### src/rtl/spi_cfg_pkg.sv
// Shared definitions for the configuration SPI read-back path: register map
// addresses, frame geometry and the responder FSM state type.
package spi_cfg_pkg;

   localparam logic [3:0] ADDR_VERSION   = 4'd0;
   localparam logic [3:0] ADDR_CH_ENABLE = 4'd1;
   localparam logic [3:0] ADDR_MODE      = 4'd2;
   localparam logic [3:0] ADDR_COUNT0    = 4'd3;
   localparam logic [3:0] ADDR_DAC0      = 4'd4;
   localparam logic [3:0] ADDR_COUNT1    = 4'd5;
   localparam logic [3:0] ADDR_DAC1      = 4'd6;
   localparam logic [3:0] ADDR_COUNT2    = 4'd7;
   localparam logic [3:0] ADDR_DAC2      = 4'd8;
   localparam logic [3:0] ADDR_COUNT3    = 4'd9;
   localparam logic [3:0] ADDR_DAC3      = 4'd10;
   localparam logic [3:0] ADDR_PRESC     = 4'd11;

   localparam int FRAME_BITS = 24;
   localparam int HDR_BITS   = 8;

   typedef enum logic [2:0] {
      ST_IDLE,
      ST_HEADER,
      ST_DATA,
      ST_DISCARD,
      ST_DONE
   } rb_state_e;

   // Upper header nibble {R/W, 3'b0}: only a read with the reserved bits clear is answered.
   function automatic logic hdr_is_read(input logic [3:0] ctl);
      return ctl == 4'b1000;
   endfunction

endpackage

### src/rtl/spi_reg_readback_if.sv
// SPI pin bundle between the configuration master and the read-back responder.
interface spi_reg_readback_if;
   logic i_sck;
   logic i_cs_n;
   logic i_mosi;
   logic o_miso;
   logic o_miso_oe;

   modport master (output i_sck, i_cs_n, i_mosi, input o_miso, o_miso_oe);
   modport slave  (input i_sck, i_cs_n, i_mosi, output o_miso, o_miso_oe);
endinterface

### src/rtl/spi_pin_sync.sv
// Multi-flop synchronizer for one asynchronous SPI pin, followed by a register
// that provides the synchronized level and single-cycle rise/fall events.
module spi_pin_sync #(
   parameter int SYNC_STAGES = 2
) (
   input  logic i_clk,
   input  logic i_rst_n,
   input  logic i_pin,
   output logic o_level,
   output logic o_rise,
   output logic o_fall
);

   logic [SYNC_STAGES-1:0] sync_q;

   // Resetting to 0 means a CS held low through reset never looks like a new fall.
   always_ff @(posedge i_clk or negedge i_rst_n) begin
      if (!i_rst_n) begin
         sync_q  <= '0;
         o_level <= 1'b0;
         o_rise  <= 1'b0;
         o_fall  <= 1'b0;
      end else begin
         sync_q  <= {sync_q[SYNC_STAGES-2:0], i_pin};
         o_level <= sync_q[SYNC_STAGES-1];
         o_rise  <= sync_q[SYNC_STAGES-1] & ~o_level;
         o_fall  <= ~sync_q[SYNC_STAGES-1] & o_level;
      end
   end

endmodule

### src/rtl/spi_reg_readback.sv
// Read-direction responder for the configuration SPI link (mode 0, 24-bit frames).
// Optional feature macro SPI_RB_VERSION_EN: address 0 returns VERSION instead of 0.
module spi_reg_readback
   import spi_cfg_pkg::*;
#(
   parameter logic [15:0] VERSION     = 16'h2024,
   parameter int          SYNC_STAGES = 2
) (
   input  logic                i_clk,
   input  logic                i_rst_n,
   spi_reg_readback_if.slave   spi,
   input  logic                i_mod,
   input  logic                i_clk_mod,
   input  logic [7:0]          i_presc,
   input  logic [3:0]          i_ch_enable,
   input  logic [15:0]         i_ch_count0,
   input  logic [15:0]         i_ch_count1,
   input  logic [15:0]         i_ch_count2,
   input  logic [15:0]         i_ch_count3,
   input  logic [7:0]          i_ch_dac0,
   input  logic [7:0]          i_ch_dac1,
   input  logic [7:0]          i_ch_dac2,
   input  logic [7:0]          i_ch_dac3,
   output logic [3:0]          o_rd_addr,
   output logic                o_rd_strobe,
   output logic                o_frame_err
);

   logic sck_lvl, sck_rise, sck_fall;
   logic cs_lvl, cs_rise, cs_fall;
   logic mosi_lvl, mosi_rise, mosi_fall;

   spi_pin_sync #(.SYNC_STAGES(SYNC_STAGES)) u_sync_sck (
      .i_clk(i_clk), .i_rst_n(i_rst_n), .i_pin(spi.i_sck),
      .o_level(sck_lvl), .o_rise(sck_rise), .o_fall(sck_fall)
   );

   spi_pin_sync #(.SYNC_STAGES(SYNC_STAGES)) u_sync_cs (
      .i_clk(i_clk), .i_rst_n(i_rst_n), .i_pin(spi.i_cs_n),
      .o_level(cs_lvl), .o_rise(cs_rise), .o_fall(cs_fall)
   );

   spi_pin_sync #(.SYNC_STAGES(SYNC_STAGES)) u_sync_mosi (
      .i_clk(i_clk), .i_rst_n(i_rst_n), .i_pin(spi.i_mosi),
      .o_level(mosi_lvl), .o_rise(mosi_rise), .o_fall(mosi_fall)
   );

   logic unused_pins;
   assign unused_pins = ^{sck_lvl, cs_lvl, mosi_rise, mosi_fall};

   logic [15:0] ver_word;
`ifdef SPI_RB_VERSION_EN
   assign ver_word = VERSION;
`else
   localparam logic [15:0] unused_version = VERSION;
   assign ver_word = 16'h0000;
`endif

   rb_state_e             state_q;
   logic [4:0]            bit_cnt_q;
   logic [HDR_BITS-2:0]   hdr_q;
   logic [3:0]            rd_addr_q;
   logic                  miso_q, miso_oe_q, rd_strobe_q, frame_err_q;
   logic [15:0]           shift_q;

   logic [HDR_BITS-1:0]   hdr_next;
   logic                  hdr_done, last_rise, hdr_read;
   logic                  shift_load, shift_adv;
   logic [15:0]           map_word;

   assign hdr_next  = {hdr_q, mosi_lvl};
   assign hdr_done  = (bit_cnt_q == 5'(HDR_BITS - 1));
   assign last_rise = (bit_cnt_q == 5'(FRAME_BITS - 1));
   assign hdr_read  = hdr_is_read(hdr_next[7:4]);

   always_comb begin
      map_word = 16'h0000;
      unique case (hdr_next[3:0])
         ADDR_VERSION:   map_word = ver_word;
         ADDR_CH_ENABLE: map_word = {4'b0, i_ch_enable, 8'b0};
         ADDR_MODE:      map_word = {11'b0, i_clk_mod, 3'b0, i_mod};
         ADDR_COUNT0:    map_word = i_ch_count0;
         ADDR_DAC0:      map_word = {8'b0, i_ch_dac0};
         ADDR_COUNT1:    map_word = i_ch_count1;
         ADDR_DAC1:      map_word = {8'b0, i_ch_dac1};
         ADDR_COUNT2:    map_word = i_ch_count2;
         ADDR_DAC2:      map_word = {8'b0, i_ch_dac2};
         ADDR_COUNT3:    map_word = i_ch_count3;
         ADDR_DAC3:      map_word = {8'b0, i_ch_dac3};
         ADDR_PRESC:     map_word = {8'b0, i_presc};
         default:        map_word = 16'h0000;
      endcase
   end

   // A CS rise in the same cycle as an SCK edge discards the edge.
   always_comb begin
      shift_load = (state_q == ST_HEADER) && sck_rise && !cs_rise && hdr_done && hdr_read;
      shift_adv  = (state_q == ST_DATA) && sck_fall && !cs_rise;
   end

   // Snapshot taken once at header completion; later register changes do not reach this frame.
   always_ff @(posedge i_clk) begin
      if (shift_load) begin
         shift_q <= map_word;
      end else if (shift_adv) begin
         shift_q <= {shift_q[14:0], 1'b0};
      end
   end

   always_ff @(posedge i_clk or negedge i_rst_n) begin
      if (!i_rst_n) begin
         state_q     <= ST_IDLE;
         bit_cnt_q   <= '0;
         hdr_q       <= '0;
         rd_addr_q   <= '0;
         miso_q      <= 1'b0;
         miso_oe_q   <= 1'b0;
         rd_strobe_q <= 1'b0;
         frame_err_q <= 1'b0;
      end else begin
         rd_strobe_q <= 1'b0;
         frame_err_q <= 1'b0;
         if (cs_rise) begin
            miso_q    <= 1'b0;
            miso_oe_q <= 1'b0;
            if (state_q inside {ST_HEADER, ST_DATA, ST_DISCARD}) begin
               frame_err_q <= 1'b1;
            end
            state_q <= ST_IDLE;
         end else begin
            unique case (state_q)
               ST_IDLE: begin
                  if (cs_fall) begin
                     state_q   <= ST_HEADER;
                     bit_cnt_q <= '0;
                     miso_oe_q <= 1'b1;
                     miso_q    <= 1'b0;
                  end
               end
               ST_HEADER: begin
                  if (sck_rise) begin
                     hdr_q     <= hdr_next[HDR_BITS-2:0];
                     bit_cnt_q <= bit_cnt_q + 5'd1;
                     if (hdr_done) begin
                        if (hdr_read) begin
                           rd_addr_q   <= hdr_next[3:0];
                           rd_strobe_q <= 1'b1;
                           state_q     <= ST_DATA;
                        end else begin
                           state_q <= ST_DISCARD;
                        end
                     end
                  end
               end
               ST_DATA: begin
                  if (sck_rise) begin
                     bit_cnt_q <= bit_cnt_q + 5'd1;
                     if (last_rise) begin
                        state_q <= ST_DONE;
                        miso_q  <= 1'b0;
                     end
                  end else if (sck_fall) begin
                     miso_q <= shift_q[15];
                  end
               end
               ST_DISCARD: begin
                  miso_q <= 1'b0;
                  if (sck_rise) begin
                     bit_cnt_q <= bit_cnt_q + 5'd1;
                     if (last_rise) begin
                        state_q <= ST_DONE;
                     end
                  end
               end
               ST_DONE: begin
                  miso_q <= 1'b0;
               end
               default: begin
                  state_q <= ST_IDLE;
               end
            endcase
         end
      end
   end

   assign spi.o_miso    = miso_q;
   assign spi.o_miso_oe = miso_oe_q;
   assign o_rd_addr     = rd_addr_q;
   assign o_rd_strobe   = rd_strobe_q;
   assign o_frame_err   = frame_err_q;

endmodule

### src/flat_wrapper.sv
// flat-port wrapper written by rule: the top's interface ports become plain ports
module spi_reg_readback_flat import spi_cfg_pkg::*;
#(
   parameter logic [15:0] VERSION     = 16'h2024,
   parameter int          SYNC_STAGES = 2
)
  (i_clk, i_rst_n, i_mod, i_clk_mod, i_presc, i_ch_enable, i_ch_count0, i_ch_count1, i_ch_count2, i_ch_count3, i_ch_dac0, i_ch_dac1, i_ch_dac2, i_ch_dac3, o_rd_addr, o_rd_strobe, o_frame_err, spi_i_sck, spi_i_cs_n, spi_i_mosi, spi_o_miso, spi_o_miso_oe);
  spi_reg_readback_if spi_i ();
  input  logic i_clk;
  input  logic i_rst_n;
  input  logic i_mod;
  input  logic i_clk_mod;
  input  logic [7:0] i_presc;
  input  logic [3:0] i_ch_enable;
  input  logic [15:0] i_ch_count0;
  input  logic [15:0] i_ch_count1;
  input  logic [15:0] i_ch_count2;
  input  logic [15:0] i_ch_count3;
  input  logic [7:0] i_ch_dac0;
  input  logic [7:0] i_ch_dac1;
  input  logic [7:0] i_ch_dac2;
  input  logic [7:0] i_ch_dac3;
  output logic [3:0] o_rd_addr;
  output logic o_rd_strobe;
  output logic o_frame_err;
  input wire logic [$bits(spi_i.i_sck)-1:0] spi_i_sck;
  input wire logic [$bits(spi_i.i_cs_n)-1:0] spi_i_cs_n;
  input wire logic [$bits(spi_i.i_mosi)-1:0] spi_i_mosi;
  output wire logic [$bits(spi_i.o_miso)-1:0] spi_o_miso;
  output wire logic [$bits(spi_i.o_miso_oe)-1:0] spi_o_miso_oe;
  assign spi_i.i_sck = spi_i_sck;
  assign spi_i.i_cs_n = spi_i_cs_n;
  assign spi_i.i_mosi = spi_i_mosi;
  assign spi_o_miso = spi_i.o_miso;
  assign spi_o_miso_oe = spi_i.o_miso_oe;
  spi_reg_readback #(.VERSION(VERSION), .SYNC_STAGES(SYNC_STAGES)) u_core (.i_clk(i_clk), .i_rst_n(i_rst_n), .spi(spi_i), .i_mod(i_mod), .i_clk_mod(i_clk_mod), .i_presc(i_presc), .i_ch_enable(i_ch_enable), .i_ch_count0(i_ch_count0), .i_ch_count1(i_ch_count1), .i_ch_count2(i_ch_count2), .i_ch_count3(i_ch_count3), .i_ch_dac0(i_ch_dac0), .i_ch_dac1(i_ch_dac1), .i_ch_dac2(i_ch_dac2), .i_ch_dac3(i_ch_dac3), .o_rd_addr(o_rd_addr), .o_rd_strobe(o_rd_strobe), .o_frame_err(o_frame_err));
endmodule
### config.mk
export PLATFORM = sky130hd
export DESIGN_NAME = spi_reg_readback_flat
export DESIGN_NICKNAME = d
export VERILOG_FILES = /design/src/rtl/spi_cfg_pkg.sv /design/src/rtl/spi_reg_readback_if.sv /design/src/rtl/spi_pin_sync.sv /design/src/rtl/spi_reg_readback.sv /design/src/flat_wrapper.sv
export SDC_FILE = /design/constraint.sdc
export NUM_CORES = 1
export LEC_CHECK = 0
export CORE_ASPECT_RATIO = 0.7
export CORE_MARGIN = 8
export CORE_UTILIZATION = 45
export DETAILED_ROUTE_END_ITERATION = 12
export PLACE_DENSITY = 0.81
export SETUP_SLACK_MARGIN = 0.05
export SYNTH_ARGS = -nofsm -noshare
export SYNTH_HDL_FRONTEND = slang
export SYNTH_SLANG_ARGS = --single-unit
### constraint.sdc
create_clock -name i_clk -period 2.65 [get_ports i_clk]
set_clock_uncertainty 0.05 [all_clocks]
set_input_delay 0.53 -clock i_clk [delete_from_list [all_inputs] [get_ports i_clk]]
set_output_delay 0.53 -clock i_clk [all_outputs]
set_load 0.05 [all_outputs]
**Word-level counts from Yosys, hierarchy flattened**

Cells that the tools add are included.

- Register bits: 52
- Bits in latches: 0
- Bits in writable memories: 0
- Bits in read-only memories: 0
- Logic and storage cells: 110
- Memories: 0

- $add $sub $neg: 1
- $mul: 0
- Div/mod/pow operators: 0
- $lt $le $gt $ge: 0
- Equal/unequal tests: 28
- Shifts and indexed selects: 0
- Muxes and demuxes: 30
- Bitwise operators: 9
- Reductions and logical operators: 23

Operators with widths:

| cell | number |
|---|---|
| $pmux 16 s11 | 1 |
| $mux 16 | 2 |
| $eq 4x4->1 const B | 5 |
| $mux 3 | 6 |
| $eq 4x3->1 const B | 4 |
| $mux 1 | 16 |
| $pmux 3 s4 | 1 |
| $mux 5 | 2 |
| $pmux 5 s2 | 1 |
| $eq 4x2->1 const B | 2 |
| $reduce_and 4->1 | 2 |
| $reduce_bool 2->1 | 4 |
| $eq 3x2->1 const B | 2 |
| $logic_and 1x1->1 | 6 |
| $ne 3x1->1 const B | 2 |
| $ne 3x3->1 const B | 2 |
| $reduce_and 6->1 | 1 |
| $add 5x1->5 const B | 1 |
| $eq 5x3->1 const B | 1 |
| $eq 5x5->1 const B | 1 |
| $not 1->1 | 5 |
| $reduce_and 5->1 | 1 |
| $and 1x1->1 | 4 |
| $eq 4x1->1 const B | 1 |
| other kinds (16) | 18 |

**Depth between registers and ports, before layout**

Gate-level depths: netlist (run 1).

- Depth after elaboration: 6
- Depth in mapped cells: 7
- Gate-level depth less buffers: 6

**Cells and area by module**

A second synthesis (run 1) with hierarchy kept.

- Cell total of the unflattened synthesis: 304
- Area, all modules: 3118.0 um2

Modules (own cells, without submodules):

| module | instances | cells each | area each (um2) |
|---|---|---|---|
| spi_reg_readback | 1 | 283 | 2697.6 |
| spi_pin_sync | 3 | 7 | 140.1 |

**Worst setup path after synthesis (run 1)**

Ideal clock, no wire load.

- Kind: reg-to-reg
- From: reg u_core.bit_cnt_q[0]
- To: reg u_core.shift_q[0] (enable)
- Library setup time: 0.364 ns
- Arrival time: 1.568 ns
- Data required time: 2.236 ns
- Setup slack: 0.669 ns
- Stages on the path, launching flop included: 6
- Buffers on the path: 1
- Cell sequence: dfrtp_1 > ha_1 > and4bb_4 > nand4_4 > clkbuf_1 > nand2_1

- Cells in the longest elaborated chain, start to end: 4

Ends and longest elaborated chain:

| what | RTL line | text |
|---|---|---|
| start, declared | spi_reg_readback.sv:60 | `logic [4:0] bit_cnt_q;` |
| start signal, assigned | spi_reg_readback.sv:143 | `bit_cnt_q <= bit_cnt_q + 5'd1;` |
| start signal, assigned | spi_reg_readback.sv:157 | `bit_cnt_q <= bit_cnt_q + 5'd1;` |
| start signal, assigned | spi_reg_readback.sv:169 | `bit_cnt_q <= bit_cnt_q + 5'd1;` |
| $eq 5x3->1 | spi_reg_readback.sv:72 | `assign hdr_done = (bit_cnt_q == 5'(HDR_BITS - 1));` |
| $logic_and 1x1->1 (2 in series) | spi_reg_readback.sv:97 | `shift_load = (state_q == ST_HEADER) && sck_rise && !cs_rise && hdr_done && hdr_read;` |
| $reduce_bool 2->1 (no line) | - |  |
| end signal, assigned | spi_reg_readback.sv:104 | `shift_q <= map_word;` |
| end signal, assigned | spi_reg_readback.sv:106 | `shift_q <= {shift_q[14:0], 1'b0};` |
| end, declared | spi_reg_readback.sv:64 | `logic [15:0] shift_q;` |

Every way passes these cells.
A chain may end at the register's enable or synchronous reset.

**Final worst setup path (run 1)**

- From: reg u_core.rd_addr_q[0], in the netlist u_core.o_rd_addr[0]
- To: out o_rd_addr[0]

RTL lines:

| what | RTL line | text |
|---|---|---|
| start, declared | spi_reg_readback.sv:62 | `logic [3:0] rd_addr_q;` |
| start signal, assigned | spi_reg_readback.sv:146 | `rd_addr_q <= hdr_next[3:0];` |
| end, declared | flat_wrapper.sv:23 | `output logic [3:0] o_rd_addr;` |

No word-level cell between the ends.

==> results.yml, run 1 <==
status:
  status: "complete, no violations"
power:
  power.total_mw: 2.78
  vdd_ir_drop_max_mv: 0.438
  power_frac_seq_pct: 38.1
  power_frac_clock_pct: 15.6
  switchingPower_mw: 1.08
  p_leak_nw: 1.80
  p_comb_share_pct: 46.3
  switching_share_pct: 38.7
  internal_power_mw: 1.70
  p_per_area_nw_per_um2: 591
logic_synthesis:
  syn_avg_cell_area_um2: 10.0
  ys_seq_area_share_pct: 41.3
  synth_edf_count: 16
  synth_top_cell_by_area: "dfrtp_1"
  synth_warnings: 0
  syn-num-nets: 450
  syn_area_um2: 3340
  ys_async_sr_fraction_pct: 69.2
  synth_top_area_share_pct: 26.9
  synthTopCellsByArea: "dfrtp_1 (27%), edfxtp_1 (14%), mux2i_1 (5.7%)"
  ys_types: 68
  synth-seq-cells: 52
  synthCells: 334
  synth_flop_cell: "dfrtp_1"
cells_and_area:
  fillers: 586
  layout_commonest_cell: "clkdlybuf4s50_1"
  syn_to_final_growth_pct: 40.6
  layout.nets: 564
  antenna_cells: 0
  layout_common_cells: "clkdlybuf4s50_1 (122), nand2_1 (36), dfrtp_1 (36)"
  layout-drive-gt1-share_pct: 8.91
die:
  num_rows: 26
  die_w_um: 119
  die_y_um: 88.1
  die_area_um2: 10500
  core_area_um2: 7250
  io_pins: 123
  start_util_pct: 46.1
sta:
  relSlewSlack_pct: 46.9
  max_freq_ghz: 0.479
  hold_ws_ns: 0.302
  setup_tns_ns: 0
  setup_violations: 0
  worstMarginPinSlew_ns: 0.795
  slew_viol_final: 0
  fin_ws_ns: 0.562
  post-route-period-util_pct: 78.8
  rsz0062_at_grt: "false"
  finalHoldViolations: 0
  period_minus_slack_ns: 2.09
detailed_routing:
  antenna_left: 0
  wl_per_cell_um: 20.1
  vias_per_cell: 5.90
  drt-total-wl_um: 11000
  via_count: 3228
  remaining_drc_errors: 0
  first_pass_iters: 5
  dr.first_iter.drc_count: 278
placement:
  port_buffers: 122
  dp_hpwl_um: 8480
  dp_slack_ns: 0.503
  gp_congestion: 0.947
clocking:
  cts-buffers-inserted: 5
  clk_path_buf_depth: 2
  clk_latency_ns: 0.30
  postCtsHoldBufs: 0
  htreeDepth: 2
  root_buffer: "clkbuf_8"
  cts_num_sinks: 52
  postCtsSetupBuffers: 0
  ctsResizeCount: 0
  path_clk_slew_ns: 0.10
  cts_tree: "done"
worst_setup_path:
  start_kind: "flip-flop"
  arrival_ns: 1.51
  cp_max_fo: 2
  cp.required_ns: 2.07
  crit_type: "reg2out"
  crit_path_end_kind: "output port"
  critPathTopFamily: "buffers and inverters"
  critPathSlowestCell: "clkdlybuf4s50_1"
  timing.critical_path.buf_inv: 1
  crit_chain: "clkdlybuf4s50_1"
  max_stage_delay_ns: 0.82
global_routing:
  grt_pass1_vias: 3181
  grt_remaining_overflow: 0
  grt_max_degree: 37
  grt_usage_pct: 19.9
  grt_pass1_wl_um: 16900
  antenna_found_initial: 0
flow_run:
  max_cap_violations: 0
min_path:
  hold_path.class: "reg2reg"
## worst reg2reg max path, cell delays in order, from the launching register on
cell and delay, ns:
dfrtp_1 0.62, nor2b_1 0.71, a22oi_1 0.20, o22ai_1 0.22, a22o_1 0.16
## power groups by stage
stage / Clock [mW] / Combinational (mW) / Sequential [mW]
2_1_floorplan: 0 / 0.913 / 0.996
3_3_place_gp: 0 / 1.23 / 1.06
3_5_place_dp: 0 / 1.26 / 1.07
4_1_cts: 0.441 / 1.27 / 1.05
5_1_grt: 0.478 / 1.38 / 1.08
6_report: 0.434 / 1.29 / 1.06
## routing by layer
| metal | vias to the layer above | track usage, % | share of wire, % | wire [µm] |
|---|---|---|---|---|
| li1 | 1491 | - | - | - |
| met3 | 22 | 4.44 | 7.3 | 799 |
| met5 | - | 0 | 0 | 0 |
| met1 | 1550 | 28.5 | 46 | 5070 |
| met4 | 0 | 4.80 | 1.5 | 163 |
| met2 | 165 | 29.6 | 45 | 4980 |
## logic make-up (layout without fill, tap and decap cells)
family	after synthesis	count (layout)	share of synthesized area [%]
buffers and inverters	35	150	5.72
AOI/OAI and AO/OA	92	92	20.3
adders and majority gates	1	1	0.374
and+or+nand+nor	123	123	22.1
DFF	52	52	41.3
muxes	31	31	10.2
## synthesized netlist by cell type (all sizes together) (2+ instances only)
| library cell | n |
|---|---|
| a21boi | 2 |
| a21oi | 12 |
| a221o | 3 |
| a22o | 5 |
| a22oi | 8 |
| a2bb2oi | 2 |
| a31oi | 4 |
| a32o | 9 |
| and2 | 4 |
| and3 | 2 |
| and4bb | 2 |
| buf | 25 |
| clkbuf | 3 |
| dfrtp | 36 |
| edfxtp | 16 |
| inv | 7 |
| mux2 | 11 |
| mux2i | 19 |
| nand2 | 37 |
| nand2b | 6 |
| nand3 | 7 |
| nand3b | 12 |
| nand4 | 6 |
| nand4b | 2 |
| nor2 | 14 |
| nor2b | 14 |
| nor3 | 2 |
| nor3b | 3 |
| nor4 | 4 |
| nor4b | 2 |
| o211ai | 4 |
| o21ai | 22 |
| o22ai | 3 |
| o2bb2ai | 2 |
| o311ai | 5 |
| o32ai | 2 |
## final cells by class
class / count / area [µm²] / area share [%]
Timing Repair Buffer: 135 / 1320 / 28.0
Clock buffer: 7 / 76.3 / 1.62
Inverter: 7 / 26.3 / 0.559
Multi-Input combinational cell: 247 / 1770 / 37.7
Sequential cell: 52 / 1380 / 29.4
Tap cell: 98 / 123 / 2.61
Clock inverter: 1 / 5.00 / 0.106
## worst paths after layout
check	depth (start not counted)	to	start	slack (ns)
min	0	u_core.u_sync_sck.sync_q[1]$_DFF_PN0_	u_core.u_sync_sck.sync_q[0]$_DFF_PN0_	0.30
max	1	o_rd_addr[0]	u_core.o_rd_addr[0]$_DFFE_PN0P_	0.56
max reg2reg	4	u_core.shift_q[14]$_DFFE_PP_	u_core.hdr_q[1]$_DFFE_PN0P_	0.58
min reg2reg	0	u_core.u_sync_sck.sync_q[1]$_DFF_PN0_	u_core.u_sync_sck.sync_q[0]$_DFF_PN0_	0.30
min in group asynchronous	2	u_core.hdr_q[2]$_DFFE_PN0P_	i_rst_n	0.60
max in group asynchronous	2	u_core.u_sync_sck.o_fall$_DFF_PN0_	i_rst_n	1.62
## sequential cells by signal, summed over array words and instances (netlist names), 2 cells and up
| name | count |
|---|---|
| u_core.bit_cnt_q | 5 |
| u_core.u_sync_mosi.sync_q | 2 |
| u_core.hdr_q | 7 |
| u_core.state_q | 3 |
| u_core.shift_q | 16 |
| u_core.u_sync_sck.sync_q | 2 |
| u_core.u_sync_cs.sync_q | 2 |
| u_core.o_rd_addr | 4 |
## through the flow
step	cells	util, %	cell area (µm²)
after floorplan	334	-	3340
after global placement	539	63.7	4620
after detailed placement	539	63.7	4620
after CTS	547	64.8	4700
after global routing	547	64.8	4700
final	547	64.8	4700
Power figures use the tool's default switching activity.
==> inputs of run 2 (changes only) <==
--- a/config.mk
+++ b/config.mk
@@ -7,9 +7,9 @@
 export LEC_CHECK = 0
 export CORE_ASPECT_RATIO = 0.7
 export CORE_MARGIN = 8
-export CORE_UTILIZATION = 45
+export CORE_UTILIZATION = 41
 export DETAILED_ROUTE_END_ITERATION = 12
-export PLACE_DENSITY = 0.81
+export PLACE_DENSITY = 0.78
 export SETUP_SLACK_MARGIN = 0.05
 export SYNTH_ARGS = -nofsm -noshare
 export SYNTH_HDL_FRONTEND = slang
==> constraint.sdc (replaced) <==
create_clock -name i_clk -period 1.8 [get_ports i_clk]
set_clock_uncertainty 0.05 [all_clocks]
set_input_delay 0.36 -clock i_clk [delete_from_list [all_inputs] [get_ports i_clk]]
set_output_delay 0.36 -clock i_clk [all_outputs]
set_load 0.05 [all_outputs]
==> run 2 against run 1 <==
Net effect: the run now ends with setup timing left; register-to-register slack lost 0.66 ns; critical path depth is 5 higher; combinational power up 120%; clock power rose by 140%; final area rose by 14%; sequential cell count stayed put; total power is 90% higher; clock-buffer cell count decreased by 1; hold slack got worse by 0.25 ns; worst setup slack lost 0.65 ns; wire length up 11%.
==> results.yml, run 2 (synthesis gave the netlist of run 1 again) <==
placement:
  gp_congestion: 0.888
  placedInstanceArea_um2: 4820
  port_buffers: 122
  dp_hpwl_um: 8850
global_routing:
  grt_pass1_wl_um: 18600
  grt_max_degree: 37
  grt_remaining_overflow: 0
  antenna_found_initial: 0
  grt_usage_pct: 20.3
  grt_pass1_vias: 3594
cells_and_area:
  multi_input_area_um2: 1930
  syn_to_final_growth_pct: 60.7
  largest_reg_flops: 16
  fillers: 578
  seq_area_um2: 1380
  layout_common_cells: "clkdlybuf4s50_1 (113), buf_4 (49), nand2_1 (35), dfrtp_1 (35), mux2i_1 (19)"
  layout.nets: 606
  largestRegisters: "u_core.shift_q: 16 flops, u_core.hdr_q: 7 flops, u_core.bit_cnt_q: 5 flops"
  design_area_um2: 5380
  layout-drive-gt1-share_pct: 23.2
  regMostFlops: "u_core.shift_q"
  antenna_cells: 0
  layout_commonest_cell: "clkdlybuf4s50_1"
worst_setup_path:
  timing.critical_path.buf_inv: 2
  crit_path_end_kind: "flip-flop"
  crit_cells: 6
  r2r_cells: 6
  arrival_ns: 1.86
  cp_max_fo: 12
  cp.required_ns: 1.78
  max_stage_delay_ns: 0.40
  crit_chain: "buf_12 > buf_4 > mux2_1 > a32o_1 > nor4_2 > o21ai_1"
  critPathSlowestCell: "dfrtp_1"
  crit_type: "reg2reg"
  start_kind: "flip-flop"
  critPathTopFamily: "flip-flops"
die:
  start_util_pct: 42.3
  io_pins: 123
  die_w_um: 124
  die_area_um2: 11300
  core_area_um2: 7910
  num_rows: 27
  die_y_um: 91.6
detailed_routing:
  dr.first_iter.drc_count: 261
  drt-total-wl_um: 12300
  remaining_drc_errors: 0
  antenna_left: 0
  first_pass_iters: 5
  vias_per_cell: 5.95
  wl_per_cell_um: 20.7
  via_count: 3523
sta:
  relSlewSlack_pct: 56.5
  setup_violations: 1
  max_freq_ghz: 0.531
  rsz0062_at_grt: "true"
  setup_tns_ns: -0.0841
  fin_ws_ns: -0.0841
  slew_viol_final: 0
  finalHoldViolations: 0
  period_minus_slack_ns: 1.88
  post-route-period-util_pct: 105
  worstMarginPinSlew_ns: 0.648
power:
  p_leak_nw: 2.15
  p_per_area_nw_per_um2: 981
  switchingPower_mw: 1.89
  p_comb_share_pct: 52.6
  power_frac_seq_pct: 28.1
  internal_power_mw: 3.38
  vdd_ir_drop_max_mv: 0.674
  switching_share_pct: 35.9
  power_frac_clock_pct: 19.3
clocking:
  path_clk_slew_ns: 0.07
  cts-buffers-inserted: 5
  root_buffer: "clkbuf_16"
  cts_tree: "done"
  cts_num_sinks: 52
  clk_path_buf_depth: 2
  htreeDepth: 2
  postCtsHoldBufs: 0
  clk_latency_ns: 0.29
status:
  status: "complete, but fails checks"
  failed_checks: "setup timing"
min_path:
  hold_path.class: "in2async"
flow_run:
  max_cap_violations: 0
==> run 2: repair_timing <==
item                                    in CTS  in global routing
pin swaps                                    6                 11
gates resized for setup                     18                 28
buffers inserted                            11                  8
cloned                                       1                  0
endpoints found under the setup margin      32                 34
==> run 2: worst paths after layout <==
check	from	to	slack (ns)
min	i_rst_n	u_core.u_sync_cs.sync_q[0]$_DFF_PN0_	0.05
max	u_core.u_sync_mosi.o_level$_DFF_PN0_	u_core.shift_q[6]$_DFFE_PP_	-0.08
min reg2reg	u_core.u_sync_mosi.sync_q[0]$_DFF_PN0_	u_core.u_sync_mosi.sync_q[1]$_DFF_PN0_	0.30
max in group asynchronous	i_rst_n	u_core.hdr_q[0]$_DFFE_PN0P_	1.30
max reg2reg	u_core.u_sync_mosi.o_level$_DFF_PN0_	u_core.shift_q[6]$_DFFE_PP_	-0.08
min in group i_clk	u_core.u_sync_mosi.sync_q[0]$_DFF_PN0_	u_core.u_sync_mosi.sync_q[1]$_DFF_PN0_	0.30
==> run 2: worst reg2reg max path, cell delays in order (launching register included) <==
cell	delay [ns]
dfrtp_1	0.40
buf_12	0.16
buf_4	0.13
mux2_1	0.31
a32o_1	0.24
nor4_2	0.23
o21ai_1	0.12
==> run 2: final cells by class <==
class / count / share of cell area, %
multi-input combinational: 247 / 36.0
timing repair buffer: 177 / 32.4
sequential: 52 / 25.7
clock buffer: 6 / 2.79
tap: 101 / 2.35
inverter: 7 / 0.582
clock inverter: 2 / 0.209
==> run 2: power by group through the flow <==
stage                     Sequential, mW  Combinational, mW  Clock (mW)
after floorplan                     1.47               1.35           0
after global placement              1.46               2.17           0
after detailed placement            1.47               2.22           0
after CTS                           1.46               2.49        1.03
after global routing                1.49               2.97        1.08
final                               1.48               2.78        1.02
==> run 2: through the flow <==
stage / setup slack (ns) / util, % / total power [mW] / std cells / hold slack [ns]
3_5_place_dp: -0.180 / 61.0 / 3.69 / 564 / 0.285
6_report: -0.0841 / 68.0 / 5.28 / 592 / 0.0525
3_3_place_gp: -0.163 / 61.0 / 3.62 / 564 / 0.281
4_1_cts: 0.00340 / 65.6 / 4.98 / 584 / 0.0699
2_1_floorplan: 0.0747 / - / 2.81 / 334 / 0.0144
5_1_grt: -0.107 / 68.0 / 5.54 / 592 / 0.0927
==> run 2: layer usage <==
layer	global-route usage (%)	up-vias	wire length, µm
li1	-	1587	-
met3	4.33	22	1360
met1	28.0	1701	5080
met4	4.24	0	180
met2	32.0	213	5630
met5	0	-	0
